==> src/rtl/mem_stack_ctrl.sv <==
// Memory-port arbiter and stack-access sequencer for the shared 256x8 data/stack RAM.
// Define STACK_GUARD_EN to enable stack/data-region bounds checking and the sticky fault register.
module mem_stack_ctrl (
    input  logic       clk,
    input  logic       rst,
    input  logic       fetch_req,
    output logic       fetch_gnt,
    input  logic       op_valid,
    input  logic [2:0] op_code,
    input  logic [7:0] op_addr,
    input  logic [7:0] sp_in,
    output logic       stall,
    output logic       op_done,
    output logic       mem_en,
    output logic       mem_read,
    output logic       mem_write,
    output logic [3:0] stack_ctrl,
    output logic [7:0] mem_addr,
    output logic [1:0] wdata_sel,
    output logic       sp_we,
    output logic [7:0] sp_next,
    output logic [1:0] fault
);
    typedef enum logic [1:0] {IDLE, ACC1, ACC2} state_e;
    typedef enum logic [2:0] {
        OP_LOAD, OP_STORE, OP_PUSH, OP_POP, OP_CALL, OP_RET, OP_INTR, OP_RTI
    } op_e;

    state_e     state_q, state_d;
    op_e        code_q, code_d;
    logic [7:0] sp_q, sp_d;
    logic       en_q, en_d, rd_q, rd_d, wr_q, wr_d, we_q, we_d, done_q, done_d;
    logic [3:0] sc_q, sc_d;
    logic [7:0] addr_q, addr_d, spn_q, spn_d;
    logic [1:0] ws_q, ws_d, fault_d;
    logic       viol_stack, viol_data;

`ifdef STACK_GUARD_EN
    localparam logic [8:0] SP_TOP    = 9'd255;
    localparam logic [8:0] SP_BOTTOM = 9'd200;
    localparam logic [7:0] DATA_LO   = 8'd156;
    localparam logic [7:0] DATA_HI   = 8'd199;

    logic       push_op, pop_op, ls_op;
    logic [8:0] n_acc;
    logic [1:0] fault_q;

    // Bounds are judged on the incoming request; 9-bit sums keep wrap from hiding a violation.
    always_comb begin
        push_op    = op_code inside {OP_PUSH, OP_CALL, OP_INTR};
        pop_op     = op_code inside {OP_POP, OP_RET, OP_RTI};
        ls_op      = op_code inside {OP_LOAD, OP_STORE};
        n_acc      = (op_code inside {OP_INTR, OP_RTI}) ? 9'd2 : 9'd1;
        viol_stack = (push_op && ({1'b0, sp_in} < SP_BOTTOM + n_acc)) ||
                     (pop_op  && ({1'b0, sp_in} + n_acc > SP_TOP));
        viol_data  = ls_op && ((op_addr < DATA_LO) || (op_addr > DATA_HI));
    end
    assign fault = fault_q;
`else
    assign viol_stack = 1'b0;
    assign viol_data  = 1'b0;
    assign fault      = 2'b00;
`endif

    always_comb begin
        // NOTE: every signal gets a default first so no path through the case infers a latch.
        state_d = state_q;
        code_d  = code_q;
        sp_d    = sp_q;
        en_d    = 1'b0;
        rd_d    = 1'b0;
        wr_d    = 1'b0;
        we_d    = 1'b0;
        done_d  = 1'b0;
        sc_d    = 4'b0000;
        addr_d  = 8'd0;
        spn_d   = 8'd0;
        ws_d    = 2'b00;
        fault_d = fault;
        case (state_q)
            IDLE: if (op_valid) begin
                code_d  = op_e'(op_code);
                sp_d    = sp_in;
                state_d = ACC1;
                en_d    = 1'b1;
                case (op_e'(op_code))
                    OP_LOAD:  begin rd_d = 1'b1; addr_d = op_addr; done_d = 1'b1; end
                    OP_STORE: begin wr_d = 1'b1; addr_d = op_addr; done_d = 1'b1; end
                    OP_PUSH, OP_CALL: begin
                        wr_d   = 1'b1;
                        addr_d = sp_in;
                        sc_d   = (op_code == OP_PUSH) ? 4'b0001 : 4'b0011;
                        ws_d   = (op_code == OP_PUSH) ? 2'b00 : 2'b01;
                        we_d   = 1'b1;
                        spn_d  = sp_in - 8'd1;
                        done_d = 1'b1;
                    end
                    OP_POP, OP_RET: begin
                        rd_d   = 1'b1;
                        addr_d = sp_in + 8'd1;
                        sc_d   = (op_code == OP_POP) ? 4'b0010 : 4'b0100;
                        we_d   = 1'b1;
                        spn_d  = sp_in + 8'd1;
                        done_d = 1'b1;
                    end
                    OP_INTR: begin wr_d = 1'b1; addr_d = sp_in; sc_d = 4'b0110; ws_d = 2'b01; end
                    default: begin rd_d = 1'b1; addr_d = sp_in + 8'd1; sc_d = 4'b0101; end
                endcase
                // A violating request burns ACC1 with no access and finishes there.
                if (viol_stack || viol_data) begin
                    en_d    = 1'b0;
                    rd_d    = 1'b0;
                    wr_d    = 1'b0;
                    we_d    = 1'b0;
                    sc_d    = 4'b0000;
                    addr_d  = 8'd0;
                    spn_d   = 8'd0;
                    ws_d    = 2'b00;
                    done_d  = 1'b1;
                    fault_d = fault | {viol_data, viol_stack};
                end
            end
            ACC1: begin
                if (done_q) begin
                    state_d = IDLE;
                end else begin
                    state_d = ACC2;
                    en_d    = 1'b1;
                    we_d    = 1'b1;
                    done_d  = 1'b1;
                    if (code_q == OP_INTR) begin
                        wr_d   = 1'b1;
                        addr_d = sp_q - 8'd1;
                        sc_d   = 4'b0111;
                        ws_d   = 2'b10;
                        spn_d  = sp_q - 8'd2;
                    end else begin
                        rd_d   = 1'b1;
                        addr_d = sp_q + 8'd2;
                        sc_d   = 4'b0100;
                        spn_d  = sp_q + 8'd2;
                    end
                end
            end
            default: state_d = IDLE;
        endcase
    end

    // NOTE: sequential state uses non-blocking assignments so all flops update together.
    always_ff @(posedge clk or posedge rst) begin
        if (rst) begin
            state_q <= IDLE;
            code_q  <= OP_LOAD;
            sp_q    <= 8'd0;
            en_q    <= 1'b0;
            rd_q    <= 1'b0;
            wr_q    <= 1'b0;
            we_q    <= 1'b0;
            done_q  <= 1'b0;
            sc_q    <= 4'b0000;
            addr_q  <= 8'd0;
            spn_q   <= 8'd0;
            ws_q    <= 2'b00;
`ifdef STACK_GUARD_EN
            fault_q <= 2'b00;
`endif
        end else begin
            state_q <= state_d;
            code_q  <= code_d;
            sp_q    <= sp_d;
            en_q    <= en_d;
            rd_q    <= rd_d;
            wr_q    <= wr_d;
            we_q    <= we_d;
            done_q  <= done_d;
            sc_q    <= sc_d;
            addr_q  <= addr_d;
            spn_q   <= spn_d;
            ws_q    <= ws_d;
`ifdef STACK_GUARD_EN
            fault_q <= fault_d;
`endif
        end
    end

    assign fetch_gnt  = fetch_req && (state_q == IDLE) && !op_valid;
    assign stall      = op_valid && !done_q;
    assign op_done    = done_q;
    assign mem_en     = en_q;
    assign mem_read   = rd_q;
    assign mem_write  = wr_q;
    assign stack_ctrl = sc_q;
    assign mem_addr   = addr_q;
    assign wdata_sel  = ws_q;
    assign sp_we      = we_q;
    assign sp_next    = spn_q;

endmodule

==> config.mk <==
export PLATFORM = sky130hd
export DESIGN_NAME = mem_stack_ctrl
export DESIGN_NICKNAME = d
export VERILOG_FILES = /design/src/rtl/mem_stack_ctrl.sv
export SDC_FILE = /design/constraint.sdc
export NUM_CORES = 1
export LEC_CHECK = 0
export CAP_MARGIN = 5
export CORE_ASPECT_RATIO = 0.75
export CORE_UTILIZATION = 40
export CTS_CLUSTER_SIZE = 24
export DETAILED_ROUTE_END_ITERATION = 16
export MAX_ROUTING_LAYER = met4
export PLACE_DENSITY = 0.66
export SLEW_MARGIN = 30
export SYNTH_ARGS = -nofsm -noshare
export SYNTH_HDL_FRONTEND = slang
export SYNTH_SLANG_ARGS = --single-unit
==> constraint.sdc <==
create_clock -name clk -period 2.35 [get_ports clk]
set_input_delay 0.47 -clock clk [delete_from_list [all_inputs] [get_ports clk]]
set_output_delay 0.47 -clock clk [all_outputs]
set_load 0.005 [all_outputs]
==> flow_summary.ini <==
[synthesis]
synth_area_leaders = dfrtp_1 (42%), nand2_1 (5.8%), o21ai_0 (4.8%)
synth_edf_count = 0
synth_common_cells = dfrtp_1 (39), nand2_1 (36), o21ai_0 (22)
async_flop_share = 1.00
synth_area_mm2 = 0.00231
synth_cells = 261
synth_cell_types = 47
seq_area_frac_synth = 0.422
synth.avg_cell_area_um2 = 8.86
synth_top_area_cell = dfrtp_1
ys_warn_count = 0
yosysTopAreaCellShare = 0.422
synth.ff_latch_count = 39
yosysMostFrequentCell = dfrtp_1
synthFlopType = dfrtp_1

[cts]
cts-buffers-inserted = 5
clock_latency_ns = 0.30
cts-root-buf = clkbuf_8
cts.repair.resized = 0
htreeDepth = 2
cts_tree = yes
hold_buffers = 0
clkTransAtPathRegs_ns = 0.08
postCtsSetupRepairBufs = 0
clockBufferDepth = 2
cts.sinks = 39

[detailed_routing]
drt_iter0_drc = 165
wl_met3_um = 540
wire_per_inst_um = 15.5
wl_met1_um = 3120
wl_um = 6030
via_per_inst = 5.32
drt_pre_antenna_iters = 5
ant_nets = 0
vias = 2075
highest_layer = met4
routed-wl-met2_um = 2290
drc = 0

[floorplanning]
rows = 23
ios = 54
die_x_um = 89.8
fp.dieArea_mm2 = 0.00609
die_h_um = 67.9
initial_utilization = 0.423
core_area_mm2 = 0.00547

[worst_setup_path]
critical_path.max_fanout = 3
start_kind = input port
worst-setup-path-type = in -> out
cp-end-kind = output pin
worstPathArrival_ns = 1.68
crit_required_ns = 1.88

[layout]
area_delta_synth_final_pct = 31.4
final_cell_area_mm2 = 0.00304
drive_gt1_frac = 0.0921
nets = 345
diodes = 0
layout.cells.non_filler = 390

[sta]
slew_headroom = 0.654
setup_tns_ns = 0
max_freq_mhz = 464
min_period_over_period = 0.917
skew_ns = 0.0120
period_needed_ns = 2.15
tightest_slew_ns = 0.519
hold_violations = 0
setup-violations-final = 0
drv_slew = 0
rsz0062_at_grt = false

[placement]
hpwlAfterDp_um = 4480
dp_cells = 382
portBuffers = 50
place_area_mm2 = 0.00293
place.gp.congestion = 0.865

[worst_hold_path]
holdCritPathClass = reg -> reg

[global_route]
overflow = 0
grt_max_degree = 40
grt_pass1_wl_um = 9890
first_global_vias = 1800
grt_usage = 0.223
antenna_found_initial = 0

[power_and_ir_drop]
vdd_ir_drop_max_uv = 263
p_leak_nw = 1.35
fin_total_pwr_mw = 2.37
p_per_area_mw_per_mm2 = 781

[status]
status = finished, final reports clean

[run]
maxCapViolations = 0
power by group:
group | switching (mW) | leakage [nW] | total (mW) | internal [mW]
Clock | 0.248 | 0.0581 | 0.564 | 0.316
Sequential | 0.134 | 0.504 | 0.957 | 0.824
Combinational | 0.419 | 0.791 | 0.852 | 0.433
Total | 0.801 | 1.35 | 2.37 | 1.57
kinds of logic (layout without fill, tap and decap cells):
group                    Yosys count  count (layout)  share of synthesized area
AND/OR/NAND/NOR                   84              84                      0.180
XOR/XNOR                          21              21                     0.0795
adder cells (fa/ha/maj)            8               8                     0.0433
other                              1               3                    0.00162
multiplexers                       1               1                    0.00433
buffers and inverters             35              87                     0.0681
AO/OA/AOI/OAI                     72              72                      0.201
flip-flops                        39              39                      0.422
area by class of cell:
cell class / count / area (um^2)
Sequential cell: 39 / 976
Clock buffer: 5 / 68.8
Multi-Input combinational cell: 189 / 1190
Clock inverter: 3 / 43.8
Inverter: 13 / 48.8
Fill cell: 504 / 2430
Timing Repair Buffer: 66 / 621
Tap cell: 75 / 93.8
cells in the final DEF, fill, tap and decap left out, types with 4 or more instances in the layout:
cell type | netlist | routed
o21ai_0 | 22 | 22
o22ai_1 | 14 | 14
a21oi_1 | 10 | 10
xnor2_1 | 10 | 10
clkdlybuf4s50_1 | 0 | 50
clkbuf_8 | 0 | 5
xor2_1 | 11 | 11
inv_1 | 12 | 12
nand3_1 | 6 | 6
nand4_1 | 4 | 4
nor3_1 | 5 | 5
nand2_1 | 36 | 36
dfrtp_1 | 39 | 39
nor2_1 | 14 | 14
ha_1 | 8 | 8
o21ai_1 | 4 | 4
buf_4 | 3 | 16
path summary, 6_finish.rpt:
kind	from	to	cells past startpoint	slack, ns
max reg2reg	sp_q[1]	mem_addr[5]	7	0.50
max	op_valid	fetch_gnt	3	0.20
min reg2reg	state_q[1]	mem_addr[0]	1	0.51
min in group asynchronous	rst	sp_next[6]	3	0.59
max in group asynchronous	rst	code_q[0]	3	1.42
min	state_q[1]	mem_addr[0]	1	0.51
per-stage QoR:
| step | setup WS, ns | hold WS [ns] | utilization |
|---|---|---|---|
| after CTS | 0.181 | 0.513 | 0.556 |
| after global placement | 0.0435 | 0.485 | 0.535 |
| after global routing | 0.143 | 0.535 | 0.556 |
| after detailed placement | 0.00393 | 0.501 | 0.535 |
| final | 0.196 | 0.510 | 0.556 |
| after floorplan | 0.594 | 0.456 | - |
state kept, by name, indices dropped and copies added, names as in the netlist:
| signal | count |
|---|---|
| code_q | 3 |
| mem_addr | 8 |
| sp_next | 8 |
| mem_write | 1 |
| state_q | 2 |
| stack_ctrl | 3 |
| sp_we | 1 |
| op_done | 1 |
| mem_en | 1 |
| wdata_sel | 2 |
| sp_q | 8 |
| mem_read | 1 |
worst max-delay path, cell delays in order:
cell and delay (ns):
clkdlybuf4s50_1 0.43, nor4b_1 0.24, clkdlybuf4s50_1 0.54
routing by layer:
metal,global-route usage,up-vias
met2,0.295,111
met3,0.0344,10
met4,0.0738,0
met1,0.340,940
met5,-,-
li1,-,1014
Power figures use the tool's default switching activity.
